--- config.mk ---
export PLATFORM = sky130hd
export DESIGN_NAME = mask_serializer_ctrl
export DESIGN_NICKNAME = d
export VERILOG_FILES = /design/src/rtl/mask_pkg.sv /design/src/rtl/mask_res_decode.sv /design/src/rtl/mask_serializer_ctrl.sv
export SDC_FILE = /design/constraint.sdc
export NUM_CORES = 1
export LEC_CHECK = 0
export BUFFER_PORTS_ARGS = -buffer_cell sky130_fd_sc_hd__buf_2
export CAP_MARGIN = 40
export CELL_PAD_IN_SITES_DETAIL_PLACEMENT = 1
export CELL_PAD_IN_SITES_GLOBAL_PLACEMENT = 1
export CORE_UTILIZATION = 40
export DETAILED_ROUTE_END_ITERATION = 6
export GPL_TIMING_DRIVEN = 0
export HOLD_SLACK_MARGIN = 0.06
export PLACE_DENSITY_LB_ADDON = 0.1
export SYNTH_ARGS = -nofsm -noshare
export SYNTH_HDL_FRONTEND = slang
export SYNTH_SLANG_ARGS = --single-unit
--- constraint.sdc ---
create_clock -name clk -period 2.3 [get_ports clk]
set_clock_uncertainty 0.2 [all_clocks]
set_input_delay 0.46 -clock clk [delete_from_list [all_inputs] [get_ports clk]]
set_output_delay 0.46 -clock clk [all_outputs]
set_load 0.02 [all_outputs]
--- src/rtl/mask_pkg.sv ---
// Shared definitions for the mask serializer: resolution codes, controller
// states and the default per-resolution beat/row counts.
package mask_pkg;

    typedef enum logic [1:0] {
        RES_320  = 2'b00,
        RES_640  = 2'b01,
        RES_1080 = 2'b10,
        RES_BAD  = 2'b11
    } res_e;

    typedef enum logic [2:0] {
        IDLE      = 3'd0,
        WAIT_ROW  = 3'd1,
        STREAM    = 3'd2,
        ROW_END   = 3'd3,
        FRAME_END = 3'd4
    } state_e;

    localparam int STEPS_320  = 16;
    localparam int STEPS_640  = 32;
    localparam int STEPS_1080 = 54;
    localparam int ROWS_320   = 240;
    localparam int ROWS_640   = 480;
    localparam int ROWS_1080  = 1080;

    // Wide enough for the largest beats-per-row value.
    localparam int BEAT_CNT_W = 8;

endpackage

--- src/rtl/mask_res_decode.sv ---
// Combinational map from resolution code to beats per row, rows per frame
// and a legality bit.
module mask_res_decode
    import mask_pkg::*;
#(
    parameter int STEPS_SEL0 = STEPS_320,
    parameter int STEPS_SEL1 = STEPS_640,
    parameter int STEPS_SEL2 = STEPS_1080,
    parameter int ROWS_SEL0  = ROWS_320,
    parameter int ROWS_SEL1  = ROWS_640,
    parameter int ROWS_SEL2  = ROWS_1080,
    parameter int ROW_CNT_W  = 11
) (
    input  logic [1:0]            i_res,
    output logic [BEAT_CNT_W-1:0] o_steps,
    output logic [ROW_CNT_W-1:0]  o_rows,
    output logic                  o_legal
);

    always_comb begin
        o_steps = '0;
        o_rows  = '0;
        o_legal = 1'b0;
        case (i_res)
            RES_320: begin
                o_steps = BEAT_CNT_W'(STEPS_SEL0);
                o_rows  = ROW_CNT_W'(ROWS_SEL0);
                o_legal = 1'b1;
            end
            RES_640: begin
                o_steps = BEAT_CNT_W'(STEPS_SEL1);
                o_rows  = ROW_CNT_W'(ROWS_SEL1);
                o_legal = 1'b1;
            end
            RES_1080: begin
                o_steps = BEAT_CNT_W'(STEPS_SEL2);
                o_rows  = ROW_CNT_W'(ROWS_SEL2);
                o_legal = 1'b1;
            end
            default: begin
                o_steps = '0;
                o_rows  = '0;
                o_legal = 1'b0;
            end
        endcase
    end

endmodule

--- src/rtl/mask_serializer_ctrl.sv ---
// Frame sequencer for the mask serializer: row handshakes, load/next strobes
// paced by downstream backpressure, beat/row counting and done cross-check.
module mask_serializer_ctrl
    import mask_pkg::*;
#(
    parameter int STEPS_SEL0 = STEPS_320,
    parameter int STEPS_SEL1 = STEPS_640,
    parameter int STEPS_SEL2 = STEPS_1080,
    parameter int ROWS_SEL0  = ROWS_320,
    parameter int ROWS_SEL1  = ROWS_640,
    parameter int ROWS_SEL2  = ROWS_1080,
    parameter int ROW_CNT_W  = 11
) (
    input  logic       clk,
    input  logic       rst_n,
    input  logic       start,
    input  logic [1:0] res_in,
    input  logic       abort,
    input  logic       row_valid,
    output logic       row_ready,
    output logic       ser_load,
    output logic       ser_next,
    output logic [1:0] ser_res,
    input  logic       ser_done,
    output logic       out_valid,
    input  logic       out_ready,
    output logic       busy,
    output logic       frame_done,
    output logic       err
);

    state_e                r_state;
    logic [1:0]            r_res_q;
    logic [BEAT_CNT_W-1:0] r_beat_cnt;
    logic [ROW_CNT_W-1:0]  r_row_cnt;
    logic                  r_err;

    logic [1:0]            w_res_sel;
    logic [BEAT_CNT_W-1:0] w_steps;
    logic [ROW_CNT_W-1:0]  w_rows;
    logic                  w_legal;
    logic [BEAT_CNT_W-1:0] w_last_beat;
    logic [ROW_CNT_W-1:0]  w_last_row;

    // In IDLE the decoder judges the incoming code; afterwards the latched one.
    assign w_res_sel = (r_state == IDLE) ? res_in : r_res_q;

    mask_res_decode #(
        .STEPS_SEL0 (STEPS_SEL0),
        .STEPS_SEL1 (STEPS_SEL1),
        .STEPS_SEL2 (STEPS_SEL2),
        .ROWS_SEL0  (ROWS_SEL0),
        .ROWS_SEL1  (ROWS_SEL1),
        .ROWS_SEL2  (ROWS_SEL2),
        .ROW_CNT_W  (ROW_CNT_W)
    ) u_decode (
        .i_res   (w_res_sel),
        .o_steps (w_steps),
        .o_rows  (w_rows),
        .o_legal (w_legal)
    );

    assign w_last_beat = w_steps - BEAT_CNT_W'(1);
    assign w_last_row  = w_rows - ROW_CNT_W'(1);

    // Abort masks every handshake and strobe in the cycle it is raised.
    assign row_ready  = (r_state == WAIT_ROW) && !abort;
    assign ser_load   = row_ready && row_valid;
    assign out_valid  = (r_state == STREAM) && !abort;
    assign ser_next   = out_valid && out_ready;
    assign frame_done = (r_state == FRAME_END) && !abort;
    assign busy       = (r_state != IDLE);
    assign ser_res    = r_res_q;
    assign err        = r_err;

    always_ff @(posedge clk or negedge rst_n) begin
        if (!rst_n) begin
            r_state    <= IDLE;
            r_res_q    <= 2'b00;
            r_beat_cnt <= '0;
            r_row_cnt  <= '0;
            r_err      <= 1'b0;
        end else if (abort) begin
            r_state <= IDLE;
        end else begin
            case (r_state)
                IDLE: begin
                    if (start) begin
                        if (w_legal) begin
                            r_res_q   <= res_in;
                            r_row_cnt <= '0;
                            r_err     <= 1'b0;
                            r_state   <= WAIT_ROW;
                        end else begin
                            r_err <= 1'b1;
                        end
                    end
                end
                WAIT_ROW: begin
                    if (ser_load) begin
                        r_beat_cnt <= '0;
                        r_state    <= STREAM;
                    end
                end
                STREAM: begin
                    if (ser_next) begin
                        r_beat_cnt <= r_beat_cnt + BEAT_CNT_W'(1);
                        if (r_beat_cnt == w_last_beat) begin
                            r_state <= ROW_END;
                        end
                    end
                end
                ROW_END: begin
                    // Serializer must agree that the row is fully shifted out.
                    if (!ser_done) begin
                        r_err <= 1'b1;
                    end
                    if (r_row_cnt == w_last_row) begin
                        r_state <= FRAME_END;
                    end else begin
                        r_row_cnt <= r_row_cnt + ROW_CNT_W'(1);
                        r_state   <= WAIT_ROW;
                    end
                end
                FRAME_END: begin
                    r_state <= IDLE;
                end
                default: begin
                    r_state <= IDLE;
                end
            endcase
        end
    end

endmodule

==> results of run 1 <==
## layout make-up
class	instances	share of cell area (%)
buffer	8	3.24
clock inverter	1	0.347
tap	50	2.89
inverter	7	1.21
multi-input combinational	153	52.5
clock buffer	3	1.91
sequential	25	29.0
timing repair buffer	28	8.91
## layer usage
metal  up-vias  GRT usage [%]
met2        28           41.0
met5         -              0
met1       825           32.3
met3        12           2.91
met4         0           7.45
li1        781              -
## worst min-delay path by stage
stage                     startpoint         end  slack, ps  cells after the start
after CTS                  res_in[0]  ser_res[0]        330                      2
after global placement         rst_n  r_state[1]        290                      1
after global routing       res_in[0]  ser_res[0]        340                      2
final                       ser_done         err        330                      3
after floorplan                rst_n         err        -40                      0
after detailed placement       rst_n  r_state[1]        290                      1
## power breakdown
| group | total [mW] | internal [mW] | switching, mW |
|---|---|---|---|
| logic | 0.644 | 0.293 | 0.351 |
| clock network | 0.287 | 0.123 | 0.163 |
| registers | 0.627 | 0.509 | 0.118 |
| total | 1.56 | 0.926 | 0.632 |
## cells in the final DEF (no fill, tap or decap), drive strengths merged, types with 6 or more instances in the layout
| cell type | netlist | layout |
|---|---|---|
| buf | 3 | 31 |
| dfrtp | 25 | 25 |
| nor2 | 25 | 25 |
| nand2 | 18 | 18 |
| nand3 | 15 | 15 |
| a21oi | 8 | 8 |
| inv | 7 | 7 |
| clkbuf | 7 | 7 |
| o21ai | 6 | 6 |
## cell usage after synthesis, drive strengths merged, types with 2 or more instances
cell type   n
o31ai       2
o211ai      5
nor4b       3
dfrtp      25
nor3        5
nor2b       4
mux2i       3
nand2      18
xor2        5
o41ai       2
o311ai      4
ha          2
a211oi      3
or2         2
a221oi      2
clkbuf      7
o22a        3
mux2        2
a21oi       8
o22ai       4
o21a        2
nand3      15
inv         7
nor2       25
and2        3
o21ai       6
and3        5
nor4        2
or3         3
buf         3
## worst max-delay path, cell delays in order, from the launching register on
cell,delay [ps]
dfrtp_1,390
buf_6,140
nor3_4,230
inv_2,80
mux2_4,320
o31a_1,280
o22ai_4,220
nor2_4,120
or4_1,410
nand3_1,80
## timing repair
action	in CTS	in global routing
endpoints found under the setup margin	18	20
hold endpoints to repair	25	0
hold buffers	1	0
resized for setup	29	13
cloned	0	0
setup buffers	8	3
pin swaps	19	8
## sequential cells by signal, indices dropped and copies added, names as in the netlist
signal and flops:
r_row_cnt 11, r_beat_cnt 8, r_state 3, ser_res 2
err 1
## cell families (layout without fill, tap and decap cells)
logic type | count (synthesis) | count (layout) | share of synthesized area [%]
multiplexers | 5 | 5 | 3.37
adder cells (fa/ha/maj) | 2 | 2 | 1.50
XOR/XNOR | 6 | 6 | 3.15
AO/OA/AOI/OAI | 50 | 50 | 22.2
flip-flops | 25 | 25 | 37.5
buffers and inverters | 17 | 47 | 4.80
AND/OR/NAND/NOR | 90 | 90 | 27.5
==> flow_summary.json, run 1 <==
{
  "min-delay-path-class": "primary input to flop",
  "wl_met1_mm": 2.34,
  "power.density_cell_area_nw_per_um2": 720,
  "maxSlewHeadroom_pct": 59.8,
  "cts_buffer_depth": 2,
  "grt_first_pass_wirelength_mm": 8.10,
  "dr.max_layer_used": "met4",
  "worst-r2r-cell-count": 9,
  "drc": 0,
  "final-hold-violation-count": 0,
  "net_total_in_the_final_layout": 237,
  "drt_pass_1_iters": 4,
  "clk-insertion-delay-late_ps": 280,
  "ant_nets": 0,
  "unrepaired_setup_endpoints_after_global_routing": "yes",
  "start_util_pct": 41.7,
  "drt-wirelength-per-cell_um": 18.3,
  "crit-reg2reg-capture": "r_row_cnt[4]",
  "timing.critical_path.required_ps": 2320,
  "final-instance-count-excl-fill": 275,
  "number_of_nets_produced_by_synthesis": 206,
  "vias": 1646,
  "cts.root.buffer_cell": "clkbuf_8",
  "drt-vias-per-instance": 5.99,
  "total_negative_setup_slack_ps": -1970,
  "dp_cells": 261,
  "critPathMaxFanout": 10,
  "chipHeight_um": 66.6,
  "cts_tree": "yes",
  "leakagePower_nw": 0.862,
  "area_of_the_die_um2": 4430,
  "layout_fillers": 473,
  "diodes_inserted": 0,
  "dr.first_iter.drc_count": 61,
  "yosysTopAreaCellShare_pct": 37.5,
  "postSynth.asyncResetShare_pct": 100,
  "path_class": "flop to flop",
  "report.final.slew_viol_count": 0,
  "portBuffers": 16,
  "synthesis.instances": 195,
  "max_freq_mhz": 396,
  "setup_viol_count_final": 14,
  "reg2reg_from": "r_state[1]",
  "final_core_util_pct": 54.1,
  "area.growth.synth_to_final_pct": 29.6,
  "synth_sequential_area_ratio_pct": 37.5,
  "multi_input_area_um2": 1140,
  "synth_cell_type_count": 53,
  "routability_cong": 0.775,
  "critPathLaunch": "r_state[1]",
  "post-route-worst-setup-slack_ps": -228,
  "ranking_of_synthesized_cells_by_area": "dfrtp_1 37%, nor2_1 5.4%, nand3_1 4.5%",
  "drv_cap": 0,
  "status": "complete, but fails checks",
  "dpl.hpwl_mm": 3.48,
  "die_w_um": 66.6,
  "num_rows": 23,
  "ctsHtreeMaxLevel": 1,
  "count_of_flip_flops_with_a_built_in_enable_after_synthesis": 0,
  "total_power_mw": 1.56,
  "grt_pass1_vias": 1670,
  "layout-drive-gt1-share_pct": 30.7,
  "clk_pin_slew_worst_paths_ps": 100,
  "met2WireLength_mm": 2.49,
  "final.hold.worst_slack_ps": 326,
  "worst_ep_arrival_time_ps": 2550,
  "irDropWorstVdd_mv": 0.373,
  "dr_wl_met3_um": 104,
  "pre_cts_slack_ps": -484,
  "endpoint_kind": "flop",
  "overall_overflow_remaining_after_global_route": 0,
  "ff_latch_area_um2": 627,
  "tritoncts_num_sinks": 25,
  "final_critical_path_time_including_i_o_delays_and_setup_ps": 2530,
  "violations": "negative setup slack",
  "post-route-cell-area_um2": 2160,
  "num_io_pins": 18,
  "fp.coreArea_um2": 4000,
  "synthesis.area_um2": 1670,
  "synth_largest_area_cell": "dfrtp_1",
  "fin_crit_share_pct": 110,
  "drt-total-wl_mm": 5.03,
  "antenna_violations_before_repair": 0,
  "ys_ff_latch": 25,
  "number_of_warnings_issued_by_yosys": 0,
  "ys.flop_type": "dfrtp_1",
  "grt_start_max_net_pins": 26,
  "worst-slew-pin-transition_ps": 603,
  "cts-buffers-inserted": 3,
  "crit_path_end": "r_row_cnt[4]",
  "syn-mean-instance-area_um2": 8.56,
  "setup.reg_to_reg.worst_slack_ps": -230,
  "placed_area_um2": 1860,
  "groute.usage.overall_pct": 24.4,
  "kind_of_launch_point_of_the_worst_setup_path": "flop"
}
Power figures use the tool's default switching activity.
==> run 2, diff against run 1 <==
Settings changed: CORE_UTILIZATION 40 to 41, SYNTH_HIERARCHICAL set to 1.
==> run 2 against run 1 <==
Compared with the run above: the flow still finishes with violations (negative setup slack); via count is 32% higher; total power rose by 12%; final area grew 32%; critical path depth is 5 higher; combinational power grew 47%; register-to-register slack lost 1800 ps; largest cell class unchanged; highest routed layer unchanged.
==> flow_summary.json, run 2 <==
{
  "fp.coreArea_um2": 5170,
  "synthesis.instances": 278,
  "grt_first_pass_wirelength_mm": 10.3,
  "area_of_the_die_um2": 5710,
  "synthesis.area_um2": 2220,
  "drt-wirelength-per-cell_um": 16.6,
  "drv_cap": 0,
  "clock_power_share_pct": 15.5,
  "cpMaxStageDelayCell": "or4_4",
  "final_critical_path_time_including_i_o_delays_and_setup_ps": 4280,
  "endpoint_kind": "flop",
  "path_class": "flop to flop",
  "count_of_flip_flops_with_a_built_in_enable_after_synthesis": 0,
  "cts_tree": "yes",
  "synthMostInstantiatedCell": "nand2_1",
  "groute.usage.overall_pct": 24.1,
  "ys.flop_type": "dfrtp_1",
  "yosysTopAreaCellShare_pct": 28.2,
  "synth_cell_type_count": 48,
  "ant_nets": 0,
  "num_rows": 26,
  "power.share.switching_pct": 40.2,
  "synth_sequential_area_ratio_pct": 28.2,
  "irDropWorstVdd_mv": 0.379,
  "grt_start_max_net_pins": 26,
  "cts.root.buffer_cell": "clkbuf_8",
  "power_frac_comb_pct": 54.5,
  "fin_crit_share_pct": 186,
  "layout-drive-gt1-share_pct": 29.8,
  "unrepaired_setup_endpoints_after_global_routing": "yes",
  "num_io_pins": 18,
  "critical-path-max-stage-delay_ps": 570,
  "leakagePower_nw": 1.27,
  "total_negative_setup_slack_ps": -25750,
  "cts_buffer_depth": 2,
  "number_of_warnings_issued_by_yosys": 6,
  "timing.critical_path.required_ps": 2290,
  "largest_register_ffs": 11,
  "maxSlewHeadroom_pct": 41.0,
  "setup_viol_count_final": 16,
  "routability_cong": 0.814,
  "synth_common_cells": "26 x nand2_1, 25 x dfrtp_1, 25 x nor2_1",
  "synth_largest_area_cell": "dfrtp_1",
  "dp_cells": 372,
  "ranking_of_synthesized_cells_by_area": "dfrtp_1 28%, xor2_1 6.7%, ha_1 5.6%",
  "worst-slew-pin-transition_ps": 863,
  "dpl.hpwl_mm": 4.71,
  "drt-vias-per-instance": 5.48,
  "area.growth.synth_to_final_pct": 28.8,
  "antenna_violations_before_repair": 0,
  "tritoncts_num_sinks": 25,
  "post-route-worst-setup-slack_ps": -1980,
  "mostFrequentLayoutCells": "33 x buf_4, 24 x nor2_1, 24 x nand2_1, 24 x dfrtp_1, 17 x xor2_1",
  "postSynth.asyncResetShare_pct": 100,
  "cts-buffers-inserted": 3,
  "largest_register": "r_row_cnt",
  "worst_ep_arrival_time_ps": 4280,
  "grt_pass1_vias": 2093,
  "syn-mean-instance-area_um2": 7.98,
  "critical_path_buf_inv_count": 2,
  "clk_pin_slew_worst_paths_ps": 100,
  "chipHeight_um": 75.5,
  "vias": 2165,
  "drt_pass_1_iters": 4,
  "status": "complete, but fails checks",
  "layout.cells.most_common": "buf_4",
  "die_w_um": 75.5,
  "power.density_cell_area_nw_per_um2": 609,
  "critPathMaxFanout": 5,
  "net_total_in_the_final_layout": 345,
  "worstPathCellList": "or3_4 > mux2_4 > ha_4 > o21ba_4 > buf_6 > or4_4 > o21ai_4 > a2111oi_4 > a211o_1 > a41oi_2 > o21ai_4 > buf_6 > or4_1 > a21oi_1",
  "final-hold-violation-count": 0,
  "start_util_pct": 42.9,
  "overall_overflow_remaining_after_global_route": 0,
  "drc": 0,
  "diodes_inserted": 0,
  "drt-total-wl_mm": 6.57,
  "sequentialPowerShare_pct": 30.0,
  "report.final.slew_viol_count": 0,
  "kind_of_launch_point_of_the_worst_setup_path": "flop",
  "power_switching_uw": 700,
  "final.hold.worst_slack_ps": 194,
  "min-delay-path-class": "primary input to flop",
  "final-instance-count-excl-fill": 395,
  "internal_power_mw": 1.04,
  "largest_registers": "r_row_cnt: 11 flops, r_beat_cnt: 8 flops, r_state: 3 flops",
  "ys_ff_latch": 25,
  "portBuffers": 17,
  "violations": "negative setup slack",
  "max_freq_mhz": 234,
  "cpLargestDelayFamily": "simple AND/OR/NAND/NOR gates",
  "layout_fillers": 654,
  "ctsHtreeMaxLevel": 1,
  "clk-insertion-delay-late_ps": 280,
  "dr.first_iter.drc_count": 63
}
==> run 2: cell count changes after synthesis, moves of 4 or more <==
cell / previous run / this run
a21oi_1: 8 / 13
buf_4: 0 / 15
clkbuf_1: 7 / 12
ha_1: 2 / 10
inv_1: 6 / 14
nand2_1: 18 / 26
nor2b_1: 4 / 0
nor3_1: 4 / 12
o21ai_0: 5 / 11
or3_1: 3 / 8
or4_1: 1 / 9
xnor2_1: 1 / 8
xor2_1: 5 / 17
==> run 2: logic make-up (layout without fill, tap and decap cells) <==
kind of cell    after synthesis  count (layout)  share of synthesized area [%]
fa+ha+maj                    10              10                           5.64
mux                           3               3                           1.52
buf+inv                      42              82                           9.71
compound gates               51              51                           15.7
flops                        25              25                           28.2
xor+xnor                     26              26                           10.9
simple gates                120             120                           28.0
other cells                   1               8                          0.169
==> run 2: worst paths after layout <==
kind,slack (ps),start,endpoint,depth (start not counted)
max in group asynchronous,960,rst_n,r_state[2],2
max,-1980,r_state[2],r_row_cnt[9],14
min,190,res_in[0],ser_res[0],3
max reg2reg,-1980,r_state[2],r_row_cnt[9],14
min in group asynchronous,520,rst_n,r_beat_cnt[5],2
min reg2reg,320,err,err,2
==> run 2: worst reg2reg max path, stage by stage (launching register included) <==
cell and delay, ps:
dfrtp_2 420, or3_4 420, mux2_4 370, ha_4 170, o21ba_4 210, buf_6 120, or4_4 570, o21ai_4 170
a2111oi_4 90, a211o_1 330, a41oi_2 260, o21ai_4 100, buf_6 150, or4_1 490, a21oi_1 130
==> run 2: cell type report <==
| cell class | count | area, um2 | share of cell area (%) |
|---|---|---|---|
| multi-input combinational | 218 | 1590 | 55.5 |
| sequential | 25 | 627 | 21.9 |
| timing repair buffer | 40 | 280 | 9.81 |
| buffer | 24 | 175 | 6.13 |
| tap | 70 | 87.6 | 3.07 |
| inverter | 14 | 55.1 | 1.93 |
| clock buffer | 3 | 41.3 | 1.45 |
| clock inverter | 1 | 5.00 | 0.175 |
==> run 2: repair_timing <==
item                                    CTS  global route
resized for setup                        30            15
endpoints found under the setup margin   22            21
buffers inserted                         18             3
cloned                                    1             0
endpoints found under the hold margin    25             0
pin swaps                                11            16
hold buffers                              1             0
==> run 2: power by group through the flow <==
stage                     sequential (mW)  combinational (mW)  clock [mW]
after floorplan                     0.545               0.566           0
after global placement              0.530               0.748           0
after detailed placement            0.531               0.774           0
after CTS                           0.519               0.907       0.279
after global routing                0.526                1.03       0.294
final                               0.521               0.949       0.270
==> run 2: stage by stage <==
stage	area (um2)	worst slack, ps	util (%)	power (mW)
after detailed placement	2490	-2210	48.1	1.30
after global placement	2490	-2100	48.1	1.28
final	2860	-1980	55.2	1.74
after global routing	2860	-2120	55.2	1.85
after floorplan	2310	-1760	-	1.11
after CTS	2780	-1960	53.7	1.71
==> run 2: per-layer routing <==
metal,vias to the layer above,routed length (um),share of wire [%],track usage [%]
li1,1055,-,-,-
met1,1087,3170,48,33.7
met2,19,3260,50,41.8
met3,4,89,1.4,1.32
met4,0,47,0.72,4.53
met5,-,0,0,0
==> run 3, diff against run 2 <==
Settings changed: ABC_AREA set to 1, CORE_ASPECT_RATIO set to 1.1, CORE_UTILIZATION 41 to 39, CTS_CLUSTER_SIZE set to 14.
==> run 3 against run 2 <==
Compared with the run above: the run still ends with negative setup slack left; combinational power grew to 2.8 times the previous value; non-clock buffer count is 4 lower; fmax is 49% higher; die area is 19% higher; synthesized cell count is 48% higher; first-iteration DRC count is 63% higher; count of clock-buffer cells in the layout stayed put; setup slack better by 1400 ps; sequential power is 18% higher; synthesized area is 13% higher; critical path type unchanged.
==> flow_summary.json, run 3 <==
{
  "grt_first_pass_wirelength_mm": 12.5,
  "total_negative_setup_slack_ps": -7620,
  "setup_viol_count_final": 14,
  "overall_overflow_remaining_after_global_route": 0,
  "fp.coreArea_um2": 6190,
  "unrepaired_setup_endpoints_after_global_routing": "yes",
  "ant_nets": 0,
  "endpoint_kind": "flop",
  "post-route-worst-setup-slack_ps": -577,
  "largest_register_ffs": 11,
  "layout.cells.most_common": "nand2_1",
  "mostFrequentLayoutCells": "120 x nand2_1, 47 x inv_1, 38 x nand3_1",
  "final.hold.worst_slack_ps": 186,
  "violations": "negative setup slack",
  "ctsHtreeMaxLevel": 1,
  "clk-insertion-delay-late_ps": 280,
  "path_class": "flop to flop",
  "critPathMaxFanout": 10,
  "min-delay-path-class": "primary input to flop",
  "maxSlewHeadroom_pct": 60.9,
  "portBuffers": 17,
  "postSynth.asyncResetShare_pct": 100,
  "syn-mean-instance-area_um2": 6.10,
  "irDropWorstVdd_mv": 0.588,
  "synthesis.instances": 412,
  "chipHeight_um": 86.2,
  "cts_tree": "yes",
  "routability_cong": 0.792,
  "synth_sequential_area_ratio_pct": 24.9,
  "grt_pass1_vias": 2736,
  "area_of_the_die_um2": 6770,
  "drt_pass_1_iters": 4,
  "die_w_um": 78.5,
  "final-hold-violation-count": 0,
  "leakagePower_nw": 1.59,
  "dpl.hpwl_mm": 5.27,
  "synthesis.area_um2": 2510,
  "fin_crit_share_pct": 125,
  "diodes_inserted": 0,
  "vias": 2659,
  "ys_ff_latch": 25,
  "max_freq_mhz": 348,
  "num_io_pins": 18,
  "layout-drive-gt1-share_pct": 30.0,
  "groute.usage.overall_pct": 23.1,
  "largest_registers": "r_row_cnt: 11 flops, r_beat_cnt: 8 flops, r_state: 3 flops",
  "synth_largest_area_cell": "dfrtp_1",
  "worst-slew-pin-transition_ps": 587,
  "status": "complete, but fails checks",
  "drc": 0,
  "cts-buffers-inserted": 3,
  "final_core_util_pct": 52.1,
  "report.final.slew_viol_count": 0,
  "tritoncts_num_sinks": 25,
  "drt-wirelength-per-cell_um": 13.2,
  "kind_of_launch_point_of_the_worst_setup_path": "flop",
  "number_of_warnings_issued_by_yosys": 6,
  "grt_start_max_net_pins": 26,
  "cts_buffer_depth": 2,
  "largest_register": "r_row_cnt",
  "start_util_pct": 40.6,
  "dr.first_iter.drc_count": 103,
  "clk_pin_slew_worst_paths_ps": 110,
  "drt-vias-per-instance": 4.90,
  "net_total_in_the_final_layout": 483,
  "final_critical_path_time_including_i_o_delays_and_setup_ps": 2880,
  "power.density_cell_area_nw_per_um2": 1100,
  "antenna_violations_before_repair": 0,
  "count_of_flip_flops_with_a_built_in_enable_after_synthesis": 0,
  "synth_common_cells": "133 x nand2_1, 57 x inv_1, 42 x nand3_1, 42 x nor2_1, 25 x dfrtp_1",
  "synthMostInstantiatedCell": "nand2_1",
  "ys.flop_type": "dfrtp_1",
  "ranking_of_synthesized_cells_by_area": "dfrtp_1 25%, nand2_1 20%, inv_1 8.5%",
  "timing.critical_path.required_ps": 2270,
  "num_rows": 30,
  "synth_cell_type_count": 30,
  "drv_cap": 0,
  "worst_ep_arrival_time_ps": 2850,
  "layout_fillers": 845,
  "drt-total-wl_mm": 7.19,
  "cts.root.buffer_cell": "clkbuf_8",
  "yosysTopAreaCellShare_pct": 24.9,
  "area.growth.synth_to_final_pct": 28.3
}
run 3: cell count changes in the layout (fill, tap and decap cells not counted), sizes merged, moves of 4 or more:
cell / change
inv: +46
nand3: +30
xnor2: -5
and3: -5
nor2: +27
xor2: -5
a21oi: -4
o211ai: -5
nand2: +113
or3: -8
or4: -9
clkbuf: -6
run 3: per-layer routing:
layer | wire (um) | vias up | global-route usage, %
met5 | 0 | - | 0
met2 | 3850 | 19 | 44.8
met3 | 94 | 6 | 2.00
met4 | 70 | 0 | 5.22
li1 | - | 1360 | -
met1 | 3180 | 1274 | 27.2
run 3: critical path, stage by stage (launching register included):
cell and delay, ps:
dfrtp_2 440, nor2_4 140, nand2_4 100, o21ai_4 230, buf_6 140, ha_4 170
inv_2 60, buf_6 130, nor2_1 120, nand2_2 100, nor2_4 120, nand3b_1 80
nand2_1 80, nand3_2 120, nor2_2 130, nand2_2 100, buf_6 180, nand3_1 70
nand2_1 60
run 3: final cells by class:
type,instances,area [um2],share of cell area (%)
Multi-Input combinational cell,315,1790,55.6
Sequential cell,25,628,19.5
Timing Repair Buffer,40,268,8.30
Inverter,59,229,7.10
Buffer,20,156,4.85
Tap cell,80,100,3.10
Clock buffer,3,41.3,1.28
Clock inverter,1,8.76,0.272
run 3: timing repair:
item / CTS / global route
gates cloned: 1 / 0
endpoints found under the setup margin: 17 / 22
resized for setup: 53 / 12
buffers inserted: 20 / 1
hold buffers: 1 / 0
pin swaps: 27 / 0
hold endpoints to repair: 25 / 0
run 3: final timing paths:
check | start | end | slack, ps | depth (start not counted)
setup / recovery | r_state[0] | r_row_cnt[10] | -580 | 18
hold / removal | abort | r_state[2] | 190 | 2
setup reg to reg | r_state[0] | r_row_cnt[10] | -580 | 18
hold reg to reg | err | err | 300 | 2
max in group asynchronous | rst_n | r_state[0] | 990 | 2
min in group asynchronous | rst_n | r_row_cnt[4] | 490 | 2
run 3: cells by family after synthesis:
| group | count (synthesis) | synth area share [%] |
|---|---|---|
| AND/OR/NAND/NOR | 257 | 45.2 |
| buffers and inverters | 79 | 14.5 |
| AO/OA/AOI/OAI | 25 | 5.08 |
| flip-flops | 25 | 24.9 |
| XOR/XNOR | 15 | 5.23 |
| adder cells (fa/ha/maj) | 10 | 4.98 |
| other | 1 | 0.149 |
run 3: through the flow:
stage | instances | setup slack (ps) | power [mW] | cell area [um2]
floorplan | 419 | -423 | 2.10 | 2600
global placement | 516 | -732 | 2.46 | 2780
detailed placement | 516 | -772 | 2.51 | 2780
CTS | 542 | -546 | 3.43 | 3180
global route | 543 | -780 | 3.88 | 3220
finish | 543 | -577 | 3.54 | 3220
run 3: report_power, final:
group	total, mW	internal, mW	switching (mW)
combinational	2.63	1.08	1.56
sequential	0.613	0.525	0.0885
clock	0.296	0.128	0.168
